### config.mk
export PLATFORM = sky130hd
export DESIGN_NAME = alu_issue_queue
export DESIGN_NICKNAME = d
export VERILOG_FILES = /design/src/rtl/alu_pkg.sv /design/src/rtl/alu_txn_fifo.sv /design/src/rtl/alu_issue_queue.sv
export SDC_FILE = /design/constraint.sdc
export NUM_CORES = 1
export LEC_CHECK = 0
export ABC_AREA = 1
export CAP_MARGIN = 20
export CORE_MARGIN = 4
export CORE_UTILIZATION = 40
export CTS_CLUSTER_SIZE = 25
export DETAILED_ROUTE_END_ITERATION = 8
export GPL_ROUTABILITY_DRIVEN = 0
export PLACE_DENSITY_LB_ADDON = 0.25
export SLEW_MARGIN = 30
export SYNTH_ARGS = -nofsm -noshare
export SYNTH_HDL_FRONTEND = slang
export SYNTH_SLANG_ARGS = --single-unit
export TNS_END_PERCENT = 1
### constraint.sdc
create_clock -name CLK -period 3.1 [get_ports CLK]
set_input_delay 0.62 -clock CLK [delete_from_list [all_inputs] [get_ports CLK]]
set_output_delay 0.62 -clock CLK [all_outputs]
set_load 0.05 [all_outputs]
### src/rtl/alu_pkg.sv
// ---------------------------------------------------------------------------
// alu_pkg
// Shared types and constants for the ALU issue path.
//   alu_txn_t       one queued ALU transaction (mode, cmd, operands, cin, split)
//   issue_state_e   issue FSM states
//   CMD_INC_MUL /
//   CMD_SHL_SUB     MODE=1 commands that take the long result latency
//   is_multi_cycle  true when a mode/cmd pair uses the long latency
// ---------------------------------------------------------------------------
package alu_pkg;

    localparam int ALU_DATA_WIDTH = 8;
    localparam int ALU_CMD_WIDTH  = 4;

    localparam logic [ALU_CMD_WIDTH-1:0] CMD_INC_MUL = 4'h9;
    localparam logic [ALU_CMD_WIDTH-1:0] CMD_SHL_SUB = 4'hA;

    typedef struct packed {
        logic                      mode;
        logic [ALU_CMD_WIDTH-1:0]  cmd;
        logic [ALU_DATA_WIDTH-1:0] opa;
        logic [ALU_DATA_WIDTH-1:0] opb;
        logic                      cin;
        logic                      split;
    } alu_txn_t;

    typedef enum logic [2:0] {
        IDLE,
        ISSUE_AB,
        SEND_A,
        GAP,
        SEND_B,
        WAIT_RES
    } issue_state_e;

    function automatic logic is_multi_cycle(input logic                     mode,
                                            input logic [ALU_CMD_WIDTH-1:0] cmd);
        return mode && ((cmd == CMD_INC_MUL) || (cmd == CMD_SHL_SUB));
    endfunction

endpackage

### src/rtl/alu_txn_fifo.sv
// ---------------------------------------------------------------------------
// alu_txn_fifo
// Synchronous FIFO of alu_txn_t with a first-word-fall-through read port.
//   CLK, RST   clock, synchronous active-high reset (flushes the FIFO)
//   push       write wr_data (ignored when full)
//   wr_data    transaction to enqueue
//   pop        drop the head entry (ignored when empty)
//   rd_data    current head entry, valid whenever empty=0
//   full/empty occupancy flags
//   count      occupancy, 0..DEPTH
// ---------------------------------------------------------------------------
module alu_txn_fifo
    import alu_pkg::*;
#(
    parameter int DEPTH = 4
) (
    input  logic                       CLK,
    input  logic                       RST,
    input  logic                       push,
    input  alu_txn_t                   wr_data,
    input  logic                       pop,
    output alu_txn_t                   rd_data,
    output logic                       full,
    output logic                       empty,
    output logic [$clog2(DEPTH+1)-1:0] count
);

    localparam int AW    = $clog2(DEPTH);
    localparam int CNT_W = $clog2(DEPTH+1);

    alu_txn_t        mem [DEPTH];
    logic [AW-1:0]   wr_ptr;
    logic [AW-1:0]   rd_ptr;
    logic            do_push;
    logic            do_pop;

    assign full    = (count == CNT_W'(DEPTH));
    assign empty   = (count == '0);
    assign do_push = push && !full;
    assign do_pop  = pop && !empty;
    assign rd_data = mem[rd_ptr];

    // NOTE: the storage array has no reset; only pointers and count carry
    // state that matters, and leaving the array unreset lets it map to RAM.
    always_ff @(posedge CLK) begin
        if (do_push) begin
            mem[wr_ptr] <= wr_data;
        end
    end

    // NOTE: sequential state uses non-blocking assignments so every register
    // samples the pre-edge values regardless of statement order.
    always_ff @(posedge CLK) begin
        if (RST) begin
            wr_ptr <= '0;
            rd_ptr <= '0;
            count  <= '0;
        end else begin
            // DEPTH is a power of two, so the pointers wrap naturally.
            if (do_push) wr_ptr <= wr_ptr + 1'b1;
            if (do_pop)  rd_ptr <= rd_ptr + 1'b1;
            case ({do_push, do_pop})
                2'b10:   count <= count + 1'b1;
                2'b01:   count <= count - 1'b1;
                default: count <= count;
            endcase
        end
    end

endmodule

### src/rtl/alu_issue_queue.sv
// ---------------------------------------------------------------------------
// alu_issue_queue
// Buffers ALU transactions and drives the ALU input pins one transaction at a
// time, with optional split delivery of OPA and OPB separated by GAP_CYCLES
// idle cycles. res_sample pulses in the cycle the ALU result is stable.
//   CLK, RST                  clock, synchronous active-high reset
//   in_valid / in_ready       upstream handshake (in_ready = FIFO not full)
//   in_mode/in_cmd/in_cin     transaction control fields
//   in_opa/in_opb             operands
//   in_split                  deliver OPA and OPB in separate phases
//   INP_VALID,OPA,OPB,CMD,
//   MODE,CIN,CE               ALU input pins
//   res_sample                one-cycle pulse, ALU outputs valid
//   busy                      FSM not IDLE
//   fifo_count                FIFO occupancy
// BASE_LAT and MUL_LAT must be at least 1; DATA_WIDTH/CMD_WIDTH must match the
// alu_pkg widths because the queued struct is sized by the package.
// ---------------------------------------------------------------------------
module alu_issue_queue
    import alu_pkg::*;
#(
    parameter int DATA_WIDTH = ALU_DATA_WIDTH,
    parameter int CMD_WIDTH  = ALU_CMD_WIDTH,
    parameter int DEPTH      = 4,
    parameter int GAP_CYCLES = 3,
    parameter int BASE_LAT   = 1,
    parameter int MUL_LAT    = 3
) (
    input  logic                       CLK,
    input  logic                       RST,
    input  logic                       in_valid,
    output logic                       in_ready,
    input  logic                       in_mode,
    input  logic [CMD_WIDTH-1:0]       in_cmd,
    input  logic                       in_cin,
    input  logic [DATA_WIDTH-1:0]      in_opa,
    input  logic [DATA_WIDTH-1:0]      in_opb,
    input  logic                       in_split,
    output logic [1:0]                 INP_VALID,
    output logic [DATA_WIDTH-1:0]      OPA,
    output logic [DATA_WIDTH-1:0]      OPB,
    output logic [CMD_WIDTH-1:0]       CMD,
    output logic                       MODE,
    output logic                       CIN,
    output logic                       CE,
    output logic                       res_sample,
    output logic                       busy,
    output logic [$clog2(DEPTH+1)-1:0] fifo_count
);

    localparam int MAX_LAT = (MUL_LAT > BASE_LAT) ? MUL_LAT : BASE_LAT;
    localparam int LAT_W   = $clog2(MAX_LAT + 1);
    localparam int GAP_W   = 4;

    // Counters are loaded with (latency - 1) so that zero marks the last cycle.
    localparam logic [LAT_W-1:0] BASE_M1 = LAT_W'(BASE_LAT - 1);
    localparam logic [LAT_W-1:0] MUL_M1  = LAT_W'(MUL_LAT - 1);
    localparam logic [GAP_W-1:0] GAP_M1  = GAP_W'(GAP_CYCLES - 1);

    issue_state_e          state;
    alu_txn_t              in_txn;
    alu_txn_t              head;
    logic                  full;
    logic                  empty;
    logic                  pop;
    logic [DATA_WIDTH-1:0] opb_q;
    logic [LAT_W-1:0]      lat_cnt;
    logic [LAT_W-1:0]      lat_load;
    logic [GAP_W-1:0]      gap_cnt;

    assign in_txn = '{mode: in_mode, cmd: in_cmd, opa: in_opa, opb: in_opb,
                      cin: in_cin, split: in_split};

    assign in_ready = !full;
    assign busy     = (state != IDLE);
    assign pop      = (state == IDLE) && !empty;

    // Clock enable follows reset directly so it is low for the whole reset.
    assign CE = !RST;

    // MODE/CMD already hold the in-flight transaction when this is used.
    assign lat_load = is_multi_cycle(MODE, CMD) ? MUL_M1 : BASE_M1;

    alu_txn_fifo #(
        .DEPTH (DEPTH)
    ) u_fifo (
        .CLK     (CLK),
        .RST     (RST),
        .push    (in_valid),
        .wr_data (in_txn),
        .pop     (pop),
        .rd_data (head),
        .full    (full),
        .empty   (empty),
        .count   (fifo_count)
    );

    // State and every ALU-facing output are registered together: each output
    // is written with the value belonging to the state being entered.
    always_ff @(posedge CLK) begin
        if (RST) begin
            state      <= IDLE;
            INP_VALID  <= 2'b00;
            OPA        <= '0;
            OPB        <= '0;
            CMD        <= '0;
            MODE       <= 1'b0;
            CIN        <= 1'b0;
            res_sample <= 1'b0;
            opb_q      <= '0;
            lat_cnt    <= '0;
            gap_cnt    <= '0;
        end else begin
            case (state)
                IDLE: begin
                    if (!empty) begin
                        OPA   <= head.opa;
                        CMD   <= head.cmd;
                        MODE  <= head.mode;
                        CIN   <= head.cin;
                        opb_q <= head.opb;
                        if (head.split) begin
                            state     <= SEND_A;
                            INP_VALID <= 2'b01;
                        end else begin
                            state     <= ISSUE_AB;
                            INP_VALID <= 2'b11;
                            OPB       <= head.opb;
                        end
                    end
                end

                ISSUE_AB, SEND_B: begin
                    state      <= WAIT_RES;
                    INP_VALID  <= 2'b00;
                    lat_cnt    <= lat_load;
                    res_sample <= (lat_load == '0);
                end

                SEND_A: begin
                    if (GAP_CYCLES == 0) begin
                        state     <= SEND_B;
                        INP_VALID <= 2'b10;
                        OPB       <= opb_q;
                    end else begin
                        state     <= GAP;
                        INP_VALID <= 2'b00;
                        gap_cnt   <= GAP_M1;
                    end
                end

                GAP: begin
                    if (gap_cnt == '0) begin
                        state     <= SEND_B;
                        INP_VALID <= 2'b10;
                        OPB       <= opb_q;
                    end else begin
                        gap_cnt <= gap_cnt - 1'b1;
                    end
                end

                WAIT_RES: begin
                    if (lat_cnt == '0) begin
                        state      <= IDLE;
                        res_sample <= 1'b0;
                    end else begin
                        lat_cnt    <= lat_cnt - 1'b1;
                        res_sample <= (lat_cnt == LAT_W'(1));
                    end
                end

                default: begin
                    state     <= IDLE;
                    INP_VALID <= 2'b00;
                end
            endcase
        end
    end

endmodule

**After elaboration in Yosys (flattened, before gate mapping)**

Memories as Yosys holds them, arrays and structs flattened. A register that Yosys moved wholly into a read port is not among the register bits.
Cells that the tools add are included.

- Muxes and demuxes: 25
- Bitwise logic cells: 2
- Equal/unequal tests: 17
- Reduce and logical (&&, ||, !) cells: 25
- Add/subtract/negate cells: 6

Operators with widths:

| cell | number |
|---|---|
| 8-bit two-way mux | 3 |
| 2-bit two-way mux | 8 |
| 8-bit case mux with 2 select lines | 1 |
| 3-bit case mux with 5 select lines | 1 |
| 2-bit inequality test (second input constant) | 6 |
| 3-bit == test (second input constant) | 3 |
| 3-bit two-way mux | 3 |
| 4-bit == test (second input constant) | 2 |
| 4-bit case mux with 2 select lines | 1 |
| 2-bit nonzero test | 4 |
| 3-bit by 2-bit == test with 1-bit output (second input constant) | 2 |
| 3-bit logical NOT | 2 |
| 2-bit case mux with 3 select lines | 1 |
| 3-bit case mux with 2 select lines | 1 |
| 2-bit AND reduction | 3 |
| 3-bit AND reduction | 2 |
| 2-bit by 1-bit adder with 2-bit output (second input constant) | 2 |
| 2-bit by 1-bit == test with 1-bit output (second input constant) | 2 |
| 1-bit logical AND | 4 |
| 2-bit logical NOT | 2 |
| 4-bit logical NOT | 1 |
| 4-bit two-way mux | 1 |
| 2-bit case mux with 2 select lines | 1 |
| 4-bit AND reduction | 1 |
| other kinds (13) | 18 |

- Bits in writable memories: 92
- Input port bits: 26
- Memories kept: 1
- Output and inout bits: 31
- Register bits: 49

Memories:

| memory | words | width | read ports | clocked after memory_dff | wr ports | RTL line | text |
|---|---|---|---|---|---|---|---|
| u_fifo.mem | 4 | 23 | 1 | 1 | 1 | alu_txn_fifo.sv:31 | `alu_txn_t mem [DEPTH];` |

**Logic depth before layout (Yosys ltp)**

Gate-level depths: netlist of the first run.

- Depth in word-level cells: 6
- Mapped depth: 13
- Depth with buffers taken out: 12

**Hierarchy**

From an unflattened synthesis of the first run, not the netlist that was laid out.

- Cell total of the unflattened synthesis: 558
- Area total of the unflattened synthesis: 6083.3 sq um

Modules (own cells, without submodules):

| module | cells each | sequential area each (sq um) | instances | area each (sq um) |
|---|---|---|---|---|
| alu_txn_fifo | 292 | 2942.8 | 1 | 4202.8 |
| alu_issue_queue | 266 | 840.8 | 1 | 1880.6 |

**Worst setup path after synthesis of the first run**

No wires, ideal clock.

- Path type: reg-to-reg
- Start point: register u_fifo.count[1]
- End point: memory u_fifo.mem[0][0] (netlist bit), enable pin
- Data arrival time: 2584 ps
- Required time: 2697 ps
- Stages on the path, launching flop included: 5
- Slack: 113 ps
- Period minus slack after synthesis: 2987 ps
- Library setup time: 403 ps
- Cells stage by stage: dfxtp_1 > inv_1 > nand3_1 > nand2_1 > nor2_1

- Word-level cells in the longest chain between the ends: 5

Ends and longest elaborated chain:

| item | RTL line | text |
|---|---|---|
| start: declaration | alu_txn_fifo.sv:25 | `output logic [$clog2(DEPTH+1)-1:0] count` |
| start signal: assignment | alu_txn_fifo.sv:63 | `2'b10: count <= count + 1'b1;` |
| start signal: assignment | alu_txn_fifo.sv:64 | `2'b01: count <= count - 1'b1;` |
| start signal: assignment | alu_txn_fifo.sv:65 | `default: count <= count;` |
| 3-bit == test | alu_txn_fifo.sv:37 | `assign full = (count == CNT_W'(DEPTH));` |
| 1-bit logical NOT | -- |  |
| via in_ready | alu_issue_queue.sv:32 | `output logic in_ready,` |
| 1-bit logical AND | alu_txn_fifo.sv:39 | `assign do_push = push && !full;` |
| 1-bit two-way mux | alu_txn_fifo.sv:46 | `if (do_push) begin` |
| 1-bit two-way mux (implied by the code) | alu_txn_fifo.sv:47 | `mem[wr_ptr] <= wr_data;` |
| end: declaration | alu_txn_fifo.sv:31 |  |

The timed path passes the listed nets, and every way through them passes these cells.

**Worst setup path in the final report of the first run**

- Start point: register state[1]
- End point: output port busy

- Word-level cells in the longest chain between the ends: 1

Ends and longest elaborated chain:

| item | RTL line | text |
|---|---|---|
| start: declaration | alu_issue_queue.sv:60 | `issue_state_e state;` |
| start signal: assignment | alu_issue_queue.sv:102 | `state <= IDLE;` |
| start signal: assignment | alu_issue_queue.sv:123 | `state <= SEND_A;` |
| start signal: assignment | alu_issue_queue.sv:126 | `state <= ISSUE_AB;` |
| 3-bit nonzero test | alu_issue_queue.sv:75 | `assign busy = (state != IDLE);` |
| end: declaration | alu_issue_queue.sv:47 | `output logic busy,` |

Every way passes these cells.

==> reports/qor.csv, run 1 <==
stage;metric;value;unit
sta;fmax;407;MHz
routing;num_vias;3998;
layout;final_net_count;649;
sta;finalCriticalPeriod;2.46;ns
routing;wl;12200;um
layout;area_growth;22.2;%
routing;drt-pass1-iter-count;4;
worst_setup_path;critical_path_class;reg2out;
hold_path;hold_class;reg2reg;
placement;post-place-cells;774;
worst_setup_path;startpoint_type;flip-flop;
routing;drcViolationCount;0;
synth;synthDistinctLibCells;33;
sta;finClkSkew;0.00921;ns
clocking;cts_root_buf;clkbuf_16;
clocking;clock-sinks;143;
synth;syn_nets;588;
hold_path;hold_depth;1;
clocking;clock_latency;0.41;ns
synth;synthTopCellsByArea;edfxtp_1 (47%), dfxtp_1 (17%), nor2_1 (5.7%), nand2_1 (4.8%), o21ai_0 (4.0%);
pwr;power_leakage;2.67;nW
global_routing;antenna_found_initial;0;
layout;layout.cells.non_filler;806;
clocking;clockBufferDepth;2;
synth;yosysSeqAreaShare;64.7;%
clocking;ctsHtreeMaxLevel;4;
sta;tightestPinTransition;0.729;ns
global_routing;grt_max_degree;47;
sta;setup-violations-final;0;
clocking;cts_tree;done;
sta;fin_setup_tns;0;ns
worst_setup_path;worst-endpoint-arrival;1.84;ns
floorplanning;rows;43;
floorplanning;die-width;129;um
synth;synth_area;5850;um^2
synth;yosys_warnings;0;
floorplanning;die_y;129;um
routing;routed_via_density;4.96;
worst_setup_path;max_stage_delay;0.81;ns
global_routing;grt.total_usage;15.5;%
pwr;ir_drop;0.611;mV
synth;synth-main-ff-cell;edfxtp_1;
layout;drive_above_1_share;12.6;%
floorplanning;die-area;16600;um^2
clocking;clk_pin_slew;0.06;ns
floorplanning;initial_utilization;41.5;%
global_routing;first_global_vias;3965;
pwr;p_per_area;967;nW/um^2
synth;synth_seq_cells;143;
global_routing;grt-ovfl-total;0;
worst_setup_path;path_cells;inv_1 -> nand2_4 -> clkdlybuf4s50_1;
floorplanning;pin_count;57;
clocking;cts_setup_buffers;0;
placement;numPortBuffers;56;
sta;fin_ws;0.640;ns
synth;syn_inst;552;
layout;design_area;7140;um^2
worst_setup_path;cp_max_fo;5;
global_routing;grt_pass1_wl;19900;um
floorplanning;core_region_area;14100;um^2
worst_setup_path;rr_startpoint;u_fifo.count[1];
sta;post-route-period-util;79.4;%
sta;drv_slew;0;
sta;hold_ws;0.456;ns
outcome;outcome;finished, final reports clean;
placement;place_hpwl;7330;um
placement;placed_area;6580;um^2
placement;place_ws;0.545;ns
clocking;cts_made_buffers;17;
synth;synthTopCellsByCount;edfxtp_1 (92), nor2_1 (89), nand2_1 (75);
clocking;post_cts_resized;0;
routing;antenna_left;0;
synth;synth_most_common_cell;edfxtp_1;
worst_setup_path;cp.required;2.48;ns
synth;synth_edf_count;92;
routing;drtIter0Drc;296;
sta;hold_viol;0;
synth;synthArstFlopShare;0;%
synth;synth_top_area_share;47.2;%
layout;diodes;0;
worst_setup_path;crit_slowest_cell;clkdlybuf4s50_1;
sta;grt_setup_unrepaired;false;
worst_setup_path;rr_worst_depth;11;
synth;syn_avg_cell_area;10.6;um^2
routing;routedWlPerCell;15.1;um
worst_setup_path;critPathLaunch;state[1];
clocking;holdBufCountCts;0;
hold_path;hold_start;u_fifo.rd_ptr[1];
synth;synth_top_area_cell;edfxtp_1;
worst_setup_path;end_kind;primary output;
job;cap_violations;0;
sta;slew_headroom;51.3;%
==> area by class of cell <==
type | instances | area [um^2]
Clock buffer | 18 | 439
Clock inverter | 14 | 129
Fill cell | 1264 | 6950
Inverter | 49 | 191
Multi-Input combinational cell | 337 | 1740
Sequential cell | 143 | 3780
Tap cell | 180 | 225
Timing Repair Buffer | 65 | 638
==> final timing paths <==
path	end	slack, ns
min	u_fifo.rd_ptr[1]	0.46
min reg2reg	u_fifo.rd_ptr[1]	0.46
max	busy	0.64
max reg2reg	u_fifo.count[2]	0.97
==> flip-flops by register name, summed over array words and instances (netlist names), named ones only <==
name,count
state,3
INP_VALID,2
OPB,8
u_fifo.mem,92
u_fifo.count,3
gap_cnt,4
OPA,8
CIN,1
opb_q,8
u_fifo.rd_ptr,2
MODE,1
lat_cnt,2
CMD,4
res_sample,1
u_fifo.wr_ptr,2
==> where the power goes <==
group / total (mW) / switching, mW / internal (mW)
clock network: 1.94 / 0.803 / 1.13
registers: 2.53 / 0.147 / 2.38
logic: 2.45 / 1.67 / 0.781
==> routing by layer <==
layer	up-vias	GRT usage (%)	wire length, um
met5	-	0	0
met4	0	4.82	175
met3	14	4.44	601
met2	102	25.4	5970
met1	1889	19.9	5430
li1	1993	-	-
==> cells by family (layout without fill, tap and decap cells) <==
logic type	Yosys count	count (layout)	share of synthesized area (%)
AO/OA/AOI/OAI	111	111	10.8
flip-flops	143	143	64.7
adder cells (fa/ha/maj)	10	10	2.27
AND/OR/NAND/NOR	216	216	16.5
buffers and inverters	72	146	5.76
==> layout by cell type, fill, tap and decap left out <==
cell and count:
edfxtp_1 92, nor2_1 85, nand2_1 75, clkdlybuf4s50_1 55, dfxtp_1 51, o21ai_0 47
inv_1 40, nand3_1 30, a21oi_1 22, clkbuf_16 17, o21ai_1 16, a31oi_1 16
nor2_2 9, ha_1 9, buf_4 9, inv_2 7, a211oi_2 6, inv_6 6
nand2_4 4, clkinvlp_4 4, nand2_2 3, nor2_4 3, nor3_1 3, clkinv_4 2
a211oi_1 2, clkinv_1 2, inv_4 1, nor2_8 1, nand3_2 1, nand3_4 1
a21oi_2 1, or2_2 1, o211ai_1 1, fa_1 1, bufinv_16 1, clkbuf_8 1
buf_12 1
==> critical path: cells and delay by family, from the launching register on <==
kind	cells	cell delay (ns)
and+or+nand+nor	1	0.12
buffers and inverters	2	0.92
DFF	1	0.38
==> metrics by stage <==
stage	power [mW]	utilization [%]
2_1_floorplan	4.44	-
3_5_place_dp	5.02	46.7
3_3_place_gp	4.97	46.7
5_1_grt	7.36	50.7
6_report	6.91	50.7
4_1_cts	6.99	50.7
Power figures use the tool's default switching activity.
==> run 2: changes to the inputs <==
- clock period: 3.1 -> 2.1 ns (I/O delays scaled with it)
==> reports/qor.csv, run 2 (same netlist as run 1, synthesis figures left out) <==
stage;metric;value;unit;change
floorplanning;die_y;129;um;unchanged
floorplanning;die-area;16600;um^2;unchanged
pwr;power_leakage;2.77;nW;+3.8%
routing;num_vias;3996;;-0.050%
layout;area_growth;24.4;%;
clocking;cts_root_buf;clkbuf_16;;
routing;met1_length;5410;um;-0.44%
routing;routed_via_density;4.93;;-0.67%
clocking;clockBufferDepth;2;;unchanged
layout;layout_commonest_cell;edfxtp_1;;
floorplanning;core_region_area;14100;um^2;unchanged
routing;wl;12100;um;-1.1%
placement;place_ws;0.0500;ns;-0.495 ns
pwr;p_seq_share;36.2;%;-0.3 points
placement;place_hpwl;7710;um;+5.2%
sta;finalCriticalPeriod;2.05;ns;
sta;post-route-period-util;97.8;%;
sta;finClkSkew;0.00650;ns;-0.00271 ns
clocking;cts_setup_buffers;0;;unchanged
clocking;post_cts_resized;1;;+1
routing;drt-pass1-iter-count;5;;+1
pwr;clock_power_share;28.0;%;about the same
layout;top_register;u_fifo.mem;;
global_routing;grt.total_usage;15.5;%;+0.020 points
worst_setup_path;crit_buf_inv;1;;-1
worst_setup_path;crit_family;buffers and inverters;;
sta;drv_slew;0;;unchanged
clocking;cts_made_buffers;17;;unchanged
worst_setup_path;max_stage_delay;0.83;ns;+0.02 ns
worst_setup_path;worst-endpoint-arrival;1.63;ns;-0.21 ns
clocking;clock-sinks;143;;unchanged
hold_path;hold_start;u_fifo.rd_ptr[1];;
routing;antenna_left;0;;unchanged
job;cap_violations;0;;unchanged
placement;numPortBuffers;56;;unchanged
layout;largest_reg_flops;92;;unchanged
global_routing;antenna_found_initial;0;;unchanged
layout;final_net_count;655;;+0.92%
worst_setup_path;cp.required;1.68;ns;-0.80 ns
floorplanning;pin_count;57;;unchanged
routing;drtIter0Drc;256;;-14%
floorplanning;initial_utilization;41.5;%;unchanged
routing;routedWlPerCell;14.9;um;-1.7%
global_routing;first_global_vias;4021;;+1.4%
clocking;cts_tree;done;;
clocking;holdBufCountCts;0;;unchanged
layout;n_fill_cell;1262;;-0.16%
sta;hold_viol;0;;unchanged
worst_setup_path;startpoint_type;flip-flop;;
routing;drcViolationCount;0;;unchanged
hold_path;hold_depth;1;;unchanged
routing;top_layer;met4;;
global_routing;grt-ovfl-total;0;;unchanged
worst_setup_path;cp_max_fo;3;;-2
worst_setup_path;rr_worst_depth;12;;+1
worst_setup_path;rrSetupSlack;0.17;ns;-0.80 ns
layout;final_cell_mix;edfxtp_1 (92), nor2_1 (85), nand2_1 (74);;
pwr;ir_drop;1.10;mV;+79%
pwr;power_frac_comb;35.8;%;+0.4 points
outcome;outcome;finished, final reports clean;;
layout;seqCellArea;3790;um^2;+0.30%
sta;slew_headroom;65.0;%;+14 points
sta;fmax;487;MHz;
hold_path;hold_class;reg2reg;;
clocking;clk_pin_slew;0.05;ns;about the same
layout;diodes;0;;unchanged
sta;grt_setup_unrepaired;false;;
pwr;p_per_area;1420;nW/um^2;+47%
clocking;clock_latency;0.41;ns;about the same
global_routing;grt_pass1_wl;19700;um;-0.69%
sta;fin_setup_tns;0;ns;unchanged
worst_setup_path;end_kind;primary output;;
routing;met2WireLength;5940;um;-0.47%
worst_setup_path;timing.rr.end;u_fifo.count[2];;
worst_setup_path;path_cells;clkdlybuf4s50_1;;
worst_setup_path;crit_slowest_cell;clkdlybuf4s50_1;;
floorplanning;die-width;129;um;unchanged
worst_setup_path;critical_path_class;reg2out;;
sta;tightestPinTransition;0.524;ns;-0.206 ns
pwr;swShare;36.3;%;-1.5 points
sta;fin_ws;0.0463;ns;-0.594 ns
worst_setup_path;cp.depth;1;;-2
layout;multi_input_comb_area;1760;um^2;+1.2%
pwr;p_switching;3.76;mW;+44%
sta;setup-violations-final;0;;unchanged
worst_setup_path;rr_startpoint;state[2];;
clocking;ctsHtreeMaxLevel;4;;unchanged
global_routing;grt_max_degree;35;;-26%
pwr;internal-power;6.59;mW;+54%
routing;wl_met3;538;um;-10%
floorplanning;rows;43;;unchanged
layout;drive_above_1_share;13.8;%;+1.2 points
-- run 2: cell types whose count changed in the layout (fill, tap and decap cells not counted), sizes merged --
| cell | delta |
|---|---|
| buf | +8 |
| bufinv | +2 |
| clkbuf | +5 |
| clkdlybuf4s50 | -6 |
| clkinvlp | -2 |
| dlygate4sd2 | +1 |
| dlymetal6s2s | +3 |
| inv | -6 |
-- run 2: through the flow --
stage | cells | total power, mW | utilization, % | cell area (um^2) | hold WS (ns)
detailed placement | 780 | 7.54 | 47.6 | 6700 | 0.439
CTS | 811 | 10.5 | 51.6 | 7270 | 0.449
global route | 811 | 11.0 | 51.6 | 7280 | 0.489
global placement | 780 | 7.45 | 47.6 | 6700 | 0.423
finish | 811 | 10.4 | 51.6 | 7280 | 0.445
floorplan | 552 | 6.63 | - | 5900 | 0.412
-- run 2: routing by layer --
layer / vias to the layer above / global-route usage (%)
li1: 2012 / -
met2: 82 / 25.8
met1: 1889 / 19.0
met5: - / 0
met4: 0 / 6.67
met3: 13 / 4.15
-- run 2: worst max-delay path by stage --
stage                        start         endpoint  slack, ns
after floorplan           state[2]  u_fifo.count[2]      0.004
after global placement    in_valid  u_fifo.count[2]       0.08
after detailed placement  in_valid  u_fifo.count[2]       0.05
after CTS                   CMD[0]           CMD[0]      0.004
after global routing        CMD[3]           CMD[3]      0.005
final                       CMD[3]           CMD[3]       0.05
-- run 2: layout make-up --
type | instances | area share, %
Inverter | 49 | 2.70
Timing Repair Buffer | 71 | 10.1
Tap cell | 180 | 3.10
Clock inverter | 8 | 1.63
Multi-Input combinational cell | 337 | 24.2
Clock buffer | 23 | 6.16
Sequential cell | 143 | 52.2
-- run 2: power by group through the flow --
| stage | Sequential [mW] | Combinational (mW) | Clock, mW |
|---|---|---|---|
| 2_1_floorplan | 4.34 | 2.28 | 0 |
| 3_3_place_gp | 3.78 | 3.67 | 0 |
| 3_5_place_dp | 3.80 | 3.73 | 0 |
| 4_1_cts | 3.75 | 3.76 | 2.96 |
| 5_1_grt | 3.80 | 4.11 | 3.08 |
| 6_report | 3.74 | 3.71 | 2.90 |
